## config.mk

```make
export PLATFORM = sky130hd
export DESIGN_NAME = de0_cv_seg7_hex_driver
export DESIGN_NICKNAME = d
export VERILOG_FILES = /design/src/rtl/de0_cv_seg7_pkg.sv /design/src/rtl/de0_cv_seg7_decode.sv /design/src/rtl/de0_cv_seg7_hex_driver.sv
export SDC_FILE = /design/constraint.sdc
export NUM_CORES = 1
export LEC_CHECK = 0
export CAP_MARGIN = 30
export CORE_UTILIZATION = 51
export CTS_CLUSTER_DIAMETER = 150
export DETAILED_ROUTE_END_ITERATION = 16
export GPL_TIMING_DRIVEN = 0
export PLACE_DENSITY = 0.76
export SLEW_MARGIN = 0
export SYNTH_ARGS = -nofsm -noshare
export SYNTH_HDL_FRONTEND = slang
export SYNTH_SLANG_ARGS = --single-unit
```

## constraint.sdc

```tcl
create_clock -name clk -period 3 [get_ports clk]
set_clock_uncertainty 0.15 [all_clocks]
set_input_delay 0.3 -clock clk [delete_from_list [all_inputs] [get_ports clk]]
set_output_delay 0.3 -clock clk [all_outputs]
set_load 0.1 [all_outputs]
```

## src/rtl/de0_cv_seg7_pkg.sv

```systemverilog
// de0_cv_seg7_pkg: glyph table, blank code, PWM period and frame snapshot type
package de0_cv_seg7_pkg;
  localparam logic [6:0] SEG_BLANK = 7'h7F;
  localparam int PWM_PERIOD = 15;
  localparam logic [15:0][6:0] GLYPHS = {
    7'h0E, 7'h06, 7'h21, 7'h46, 7'h03, 7'h08, 7'h10, 7'h00,
    7'h78, 7'h02, 7'h12, 7'h19, 7'h30, 7'h24, 7'h79, 7'h40
  };
  typedef struct packed {
    logic [23:0] digits;
    logic        lz;
    logic [5:0]  blink;
    logic [3:0]  bright;
  } snap_t;
  function automatic logic [6:0] glyph(input logic [3:0] n);
    return GLYPHS[n];
  endfunction
endpackage

```

## src/rtl/de0_cv_seg7_decode.sv

```systemverilog
// de0_cv_seg7_decode: nibble_i (4) -> active-low seg_o (7, bit0=a..bit6=g)
module de0_cv_seg7_decode
  import de0_cv_seg7_pkg::*;
(
  input  logic [3:0] nibble_i,
  output logic [6:0] seg_o
);
  assign seg_o = glyph(nibble_i);
endmodule

```

## src/rtl/de0_cv_seg7_hex_driver.sv

```systemverilog
// de0_cv_seg7_hex_driver: digits_in/blank_lz/blink_en/brightness snapshotted per frame -> PWM/blinked active-low hex0..hex5 plus frame_strobe
module de0_cv_seg7_hex_driver
  import de0_cv_seg7_pkg::*;
#(
  parameter int CLK_DIV      = 1000,
  parameter int BLINK_FRAMES = 1667
) (
  input  logic        clk,
  input  logic        reset_n,
  input  logic [23:0] digits_in,
  input  logic        blank_lz,
  input  logic [5:0]  blink_en,
  input  logic [3:0]  brightness,
  output logic [6:0]  hex0,
  output logic [6:0]  hex1,
  output logic [6:0]  hex2,
  output logic [6:0]  hex3,
  output logic [6:0]  hex4,
  output logic [6:0]  hex5,
  output logic        frame_strobe
);
  localparam int TW = $clog2(CLK_DIV + 1);
  localparam int FW = $clog2(BLINK_FRAMES + 1);
  logic [TW-1:0] tick_q, tick_d;
  logic [3:0] pwm_q, pwm_d;
  logic [FW-1:0] frame_q, frame_d;
  logic phase_q, phase_d;
  snap_t snap_q, snap_d;
  logic [5:0][6:0] hex_q, hex_d, seg_w;
  logic [5:0] blank;
  logic strobe_q;
  logic tick, fb, fwrap;
  assign tick = tick_q == TW'(CLK_DIV - 1);
  assign fb = tick && pwm_q == 4'(PWM_PERIOD - 1);
  assign fwrap = frame_q == FW'(BLINK_FRAMES - 1);
  always_comb begin
    tick_d = tick ? '0 : tick_q + 1'b1;
    pwm_d = !tick ? pwm_q : fb ? '0 : pwm_q + 1'b1;
    frame_d = !fb ? frame_q : fwrap ? '0 : frame_q + 1'b1;
    phase_d = phase_q ^ (fb && fwrap);
    snap_d = fb ? {digits_in, blank_lz, blink_en, brightness} : snap_q;
  end
  genvar n;
  for (n = 0; n < 6; n++) begin : g_dec
    de0_cv_seg7_decode u_dec (.nibble_i(snap_q.digits[4*n+:4]), .seg_o(seg_w[n]));
  end
  always_comb begin
    blank = '0;
    blank[5] = snap_q.lz && snap_q.digits[23:20] == 4'd0;
    for (int i = 4; i > 0; i--) blank[i] = snap_q.lz && snap_q.digits[4*i+:4] == 4'd0 && blank[i+1];
    for (int i = 0; i < 6; i++)
      hex_d[i] = !blank[i] && pwm_q < snap_q.bright && !(snap_q.blink[i] && phase_q) ? seg_w[i] : SEG_BLANK;
  end
  always_ff @(posedge clk or negedge reset_n) begin
    if (!reset_n) begin
      tick_q   <= '0;
      pwm_q    <= '0;
      frame_q  <= '0;
      phase_q  <= 1'b0;
      snap_q   <= '0;
      hex_q    <= {6{SEG_BLANK}};
      strobe_q <= 1'b0;
    end else begin
      tick_q   <= tick_d;
      pwm_q    <= pwm_d;
      frame_q  <= frame_d;
      phase_q  <= phase_d;
      snap_q   <= snap_d;
      hex_q    <= hex_d;
      strobe_q <= fb;
    end
  end
  assign {hex5, hex4, hex3, hex2, hex1, hex0} = hex_q;
  assign frame_strobe = strobe_q;
endmodule

```

==> flow_metrics.py, run 1 <==
metrics = {
    "run_status": {
        "outcome": "finished clean",
    },
    "placement": {
        "dp_hpwl_um": 8918,
        "place.gp.congestion": 0.8796,
        "port_buffers": 79,
        "dp_cells": 771,
    },
    "cts": {
        "cts.sinks": 104,
        "numCtsBuffers": 9,
        "ctsRootBufferMaster": "clkbuf_8",
        "tritoncts": "done",
        "ctsHoldBuffers": 1,
        "cts_resized": 0,
        "htreeDepth": 3,
        "clk_path_buf_depth": 2,
        "cts_setup_buffers": 0,
        "clk_pin_slew_ps": 100,
        "clk_latency_ps": 360,
    },
    "global_route": {
        "grt_usage_pct": 22.93,
        "grt_max_degree": 71,
        "antenna_found_initial": 0,
        "grt_pass1_vias": 4362,
        "grt_pass1_wl_um": 20360,
        "grt-ovfl-total": 0,
    },
    "yosys": {
        "syn-num-nets": 631,
        "synth_cells": 555,
        "synth.distinct_cells": 51,
        "ys_ff_latch": 104,
        "yosys_warnings": 0,
        "syn-mean-instance-area_um2": 9.942,
        "syn_area_um2": 5518,
        "yosysSeqAreaShare_pct": 48.12,
    },
    "floorplanning": {
        "die_w_um": 106.0,
        "io_pins": 80,
        "coreArea_um2": 10420,
        "die_area_um2": 11240,
        "start_util_pct": 52.97,
        "rows": 37,
        "die_h_um": 106.0,
    },
    "critical_path": {
        "critPathTopFamily": "buffers and inverters",
        "r2r_end": "hex3[3]",
        "cp_num_buf_inv": 1,
        "critical-path-slowest-cell": "clkdlybuf4s50_1",
        "crit_fanout": 1,
        "crit_arrival_ps": 2030,
        "worstReg2RegStart": "snap_q[31]",
        "endpoint_kind": "output pin",
        "slowest_delay_ps": 1130,
        "path_class": "reg2out",
        "cp-start-kind": "flop",
        "path_depth": 1,
        "required_ps": 2550,
        "ff2ff_setup_slack_ps": 740,
        "ff2ff_path_depth": 6,
        "cp_cell_sequence": "clkdlybuf4s50_1",
    },
    "route": {
        "drc": 0,
        "avgRoutedWirePerCell_um": 15.35,
        "routed_via_density": 5.551,
        "vias": 4374,
        "drtIter0Drc": 247,
        "ant_nets": 0,
        "firstDrtPassIters": 5,
        "drt_wl_total_um": 12100,
    },
    "timing": {
        "rsz0062_at_grt": "no",
        "fmax_mhz": 402.5,
        "slew_headroom_pct": 34.08,
        "worstMarginPinSlew_ps": 985.7,
        "fin_tns_setup_ps": 0,
        "setup_violations": 0,
        "min_period_ps": 2484,
        "drv_slew": 0,
        "report.final.hold_viol_count": 0,
        "fin_crit_sh_pct": 82.81,
    },
    "job": {
        "drv_cap": 0,
    },
    "finish": {
        "layout.nets": 723,
        "layoutNonFillerInstCount": 788,
        "drive_above_1_share_pct": 13.19,
        "areaGrowthSynthToFinish_pct": 21.77,
        "insertedDiodeCount": 0,
    },
    "hold_path": {
        "hold_path_class": "in2async",
    },
    "pwr": {
        "power_density_nw_per_um2": 352.5,
        "ir_worst_vdd_v": 0.0002345,
        "p_leak_nw": 2.959,
    },
}
## layout by cell type (no fill, tap or decap), types with 6 or more instances in the layout
cell type	n
nand2_1	102
clkdlybuf4s50_1	78
dfrtp_1	62
o21ai_0	47
dfstp_2	42
ha_1	39
inv_1	28
o211ai_1	27
nand3_1	26
nor2_1	23
clkbuf_1	16
a21oi_1	15
nand2b_1	13
clkbuf_8	12
o311ai_0	10
and3_1	8
a21o_1	7
buf_2	7
mux2i_1	6
o311ai_1	6
xor2_1	6
## flip-flops by register name (all words and copies together), names as in the netlist
| name | count |
|---|---|
| hex2 | 7 |
| hex4 | 7 |
| hex0 | 7 |
| frame_strobe | 1 |
| hex1 | 7 |
| frame_q | 11 |
| tick_q | 10 |
| phase_q | 1 |
| snap_q | 35 |
| hex3 | 7 |
| pwm_q | 4 |
| hex5 | 7 |
## cell type report
cell class | count | area (um^2)
timing repair buffer | 81 | 825.8
clock buffer | 15 | 197.7
sequential | 104 | 2655
tap | 136 | 170.2
multi-input combinational | 397 | 2638
buffer | 26 | 120.1
clock inverter | 1 | 7.507
inverter | 28 | 105.1
fill | 865 | 3697
## Yosys cell counts (all sizes together)
library cell / count / share of area [%]
o211ai: 27 / 3.7
a32o: 1 / 0.18
dfstp: 42 / 20
a311oi: 1 / 0.16
nand4: 6 / 0.95
or2: 1 / 0.11
nor4bb: 1 / 0.18
buf: 10 / 1.0
a211oi: 4 / 0.82
a21oi: 15 / 1.4
or3: 2 / 0.23
inv: 28 / 1.9
and2: 5 / 0.57
nand2b: 14 / 1.7
nand2: 102 / 6.9
and3: 8 / 0.91
nor4: 1 / 0.11
o311ai: 16 / 2.5
nor3b: 3 / 0.79
o21ai: 47 / 4.3
xor2: 6 / 0.95
clkbuf: 16 / 1.1
dfrtp: 62 / 28
mux2: 2 / 0.41
o21a: 5 / 0.68
mux2i: 6 / 1.1
and4bb: 2 / 0.45
xnor2: 3 / 0.48
a211o: 1 / 0.32
a32oi: 4 / 0.63
nor2b: 5 / 0.57
and4: 2 / 0.32
or4b: 2 / 0.36
nand3b: 3 / 0.41
a221oi: 2 / 0.95
a31oi: 1 / 0.11
a21o: 7 / 0.95
nor3: 2 / 0.18
nand3: 26 / 2.4
nor2: 23 / 1.6
a22o: 1 / 0.16
ha: 39 / 8.8
a2111oi: 1 / 0.50
## logic make-up after synthesis
group	share of synthesized area, %
buffers and inverters	4.082
xor gates and xnor gates	1.429
DFF	48.12
AOI/OAI and AO/OA	17.30
muxes	1.497
adders and majority gates	8.844
and+or+nand+nor	18.73
## layer usage
metal | GRT usage (%) | vias up | routed length (um)
li1 | - | 2124 | -
met1 | 29.26 | 2099 | 5409
met2 | 38.94 | 128 | 5944
met3 | 3.004 | 23 | 478
met4 | 10.42 | 0 | 266
met5 | 0 | - | 0
## power breakdown
group | internal, mW | switching (mW)
Clock | 0.422 | 0.459
Sequential | 1.40 | 0
Combinational | 0.0458 | 0.0372
Total | 1.87 | 0.496
## worst register-to-register path, delay by kind of cell, from the launching register on
family | cells | cell delay (ps)
AND/OR/NAND/NOR | 1 | 300
flip-flops | 1 | 420
buffers and inverters | 1 | 130
adder cells (fa/ha/maj) | 1 | 270
AO/OA/AOI/OAI | 3 | 900
## stage by stage
stage          cell area (um^2)  util, %  setup slack, ps  hold WS [ps]  total power, mW
2_1_floorplan              5518        -             1026        -145.6            1.430
3_3_place_gp               6479    62.20            -2224         286.6            1.509
3_5_place_dp               6504    62.44            748.8         119.6            1.512
4_1_cts                    6719    64.50            500.8         271.2            2.389
5_1_grt                    6719    64.50            471.6         294.9            2.454
6_report                   6719    64.50            515.7         269.9            2.368
## worst max-delay path by stage
stage,start,to
2_1_floorplan,snap_q[31],hex2[0]
3_3_place_gp,reset_n,snap_q[20]
3_5_place_dp,snap_q[31],hex2[0]
4_1_cts,hex2[4],hex2[4]
5_1_grt,hex2[4],hex2[4]
6_report,hex2[4],hex2[4]
Note: power is estimated with default switching activity, not from simulation.
==> run 2, diff against run 1 <==
Clock period 3 ns to 2.3 ns, I/O delays scaled along.
==> flow_metrics.py, run 2 (same netlist as run 1, synthesis figures left out) <==
metrics = {
    "run_status": {
        "outcome": "finished clean",
    },
    "timing": {
        "setup_violations": 0,
        "drv_slew": 0,
        "fmax_mhz": 459.6,
        "report.final.hold_viol_count": 0,
        "fin_tns_setup_ps": 0,
        "fin_crit_sh_pct": 94.59,
        "rsz0062_at_grt": "no",
        "slew_headroom_pct": 35.22,
        "fin_ws_ps": 124.4,
        "worstMarginPinSlew_ps": 975.5,
        "whs_ps": 200.7,
        "min_period_ps": 2176,
    },
    "floorplanning": {
        "rows": 37,
        "die_area_um2": 11240,
        "die_w_um": 106.0,
        "die_h_um": 106.0,
        "io_pins": 80,
        "start_util_pct": 52.97,
        "coreArea_um2": 10420,
    },
    "finish": {
        "insertedDiodeCount": 0,
        "reg_top3": "snap_q: 35 flops, frame_q: 11 flops, tick_q: 10 flops",
        "final_common_cell": "nand2_1",
        "largest_reg_flops": 35,
        "largest_register": "snap_q",
        "drive_above_1_share_pct": 13.91,
        "mostFrequentLayoutCells": "nand2_1 (102), dfrtp_1 (62), o21ai_0 (47), dfstp_2 (42), dlygate4sd2_1 (42)",
        "areaGrowthSynthToFinish_pct": 21.68,
        "utilization_pct": 64.46,
        "layout.nets": 725,
    },
    "placement": {
        "dp_slack_ps": 48.84,
        "port_buffers": 79,
        "dp_hpwl_um": 8918,
        "place.gp.congestion": 0.8796,
    },
    "global_route": {
        "grt_pass1_wl_um": 20430,
        "use_met1_pct": 29.38,
        "top_usage_layer": "met2",
        "grt-ovfl-total": 0,
        "antenna_found_initial": 0,
        "grt_pass1_vias": 4378,
        "gr-usage-met2_pct": 39.03,
        "grt_use_met3_pct": 3.004,
        "grt_usage_pct": 23.00,
        "grt_max_degree": 71,
    },
    "route": {
        "firstDrtPassIters": 5,
        "ant_nets": 0,
        "drtIter0Drc": 202,
        "drt_wl_total_um": 12150,
        "routed_via_density": 5.572,
        "avgRoutedWirePerCell_um": 15.38,
        "drc": 0,
        "vias": 4402,
    },
    "cts": {
        "clk_latency_ps": 360,
        "clk_path_buf_depth": 2,
        "numCtsBuffers": 9,
        "clk_pin_slew_ps": 90,
        "htreeDepth": 3,
        "tritoncts": "done",
        "ctsRootBufferMaster": "clkbuf_8",
        "cts.sinks": 104,
    },
    "hold_path": {
        "hold_path_class": "in2async",
    },
    "critical_path": {
        "endpoint_kind": "output pin",
        "ff2ff_setup_slack_ps": 140,
        "critPathTopFamily": "buffers and inverters",
        "cp_cell_sequence": "clkdlybuf4s50_1",
        "crit_arrival_ps": 1800,
        "crit_start": "frame_strobe",
        "crit_fanout": 1,
        "worstReg2RegStart": "snap_q[28]",
        "required_ps": 1920,
        "critical-path-slowest-cell": "clkdlybuf4s50_1",
        "path_class": "reg2out",
        "slowest_delay_ps": 1120,
        "cp-start-kind": "flop",
        "cp_num_buf_inv": 1,
    },
    "pwr": {
        "power_frac_comb_pct": 3.5,
        "p_int_mw": 2.442,
        "p_leak_nw": 3.074,
        "clkPwrFrac_pct": 37.1,
        "swShare_pct": 20.76,
        "p_total_mw": 3.081,
        "power.share.sequential_pct": 59.4,
        "power_density_nw_per_um2": 459.0,
        "ir_worst_vdd_v": 0.0003068,
        "switchingPower_mw": 0.6397,
    },
    "job": {
        "drv_cap": 0,
    },
}
run 2: path summary, 6_finish.rpt:
kind / end / cells past startpoint
setup / recovery: frame_strobe / 1
hold reg to reg: snap_q[6] / 2
setup reg to reg: hex3[3] / 7
max in group asynchronous: hex2[3] / 3
hold / removal: snap_q[14] / 2
min in group clk: snap_q[32] / 3
run 2: area by class of cell:
class | count | area (um^2)
plain buffers | 26 | 121.4
clock buffers | 15 | 197.7
clock inverters | 1 | 7.507
fillers | 885 | 3702
inverters | 28 | 105.1
multi-input cells | 397 | 2669
flip-flops and latches | 104 | 2655
well taps | 136 | 170.2
repair buffers | 83 | 788.3
run 2: timing repair:
item / 4_1_cts / 5_1_grt
hold buffers: 1 / 0
endpoints found under the setup margin: 42 / 41
setup buffers: 0 / 2
pin swaps: 0 / 1
hold endpoints to repair: 34 / 0
gates resized for setup: 42 / 8
run 2: metal layers:
layer	vias up	part of all wire [%]	wire [um]
li1	2124	-	-
met1	2142	44	5380
met2	115	50	6051
met3	21	3.9	468
met4	0	2.0	247
met5	-	0	0
run 2: worst reg2reg max path, stage by stage, from the launching register on:
cell and delay [ps]:
dfrtp_1 440, inv_1 110, ha_1 240, nor3b_4 180
buf_4 140, a32o_1 270, a211oi_4 370, o211ai_1 160
run 2: per-stage QoR:
step	std cells	area [um^2]
2_1_floorplan	555	5518
5_1_grt	790	6714
3_3_place_gp	770	6479
6_report	790	6714
3_5_place_dp	771	6504
4_1_cts	788	6666
run 2: power by group through the flow:
| stage | clock network (mW) | logic, mW | registers [mW] |
|---|---|---|---|
| after CTS | 1.17 | 0.111 | 1.83 |
| after global routing | 1.25 | 0.118 | 1.83 |
| after detailed placement | 0 | 0.109 | 1.86 |
| after floorplan | 0 | 0.000676 | 1.86 |
| final | 1.14 | 0.108 | 1.83 |
| after global placement | 0 | 0.104 | 1.86 |
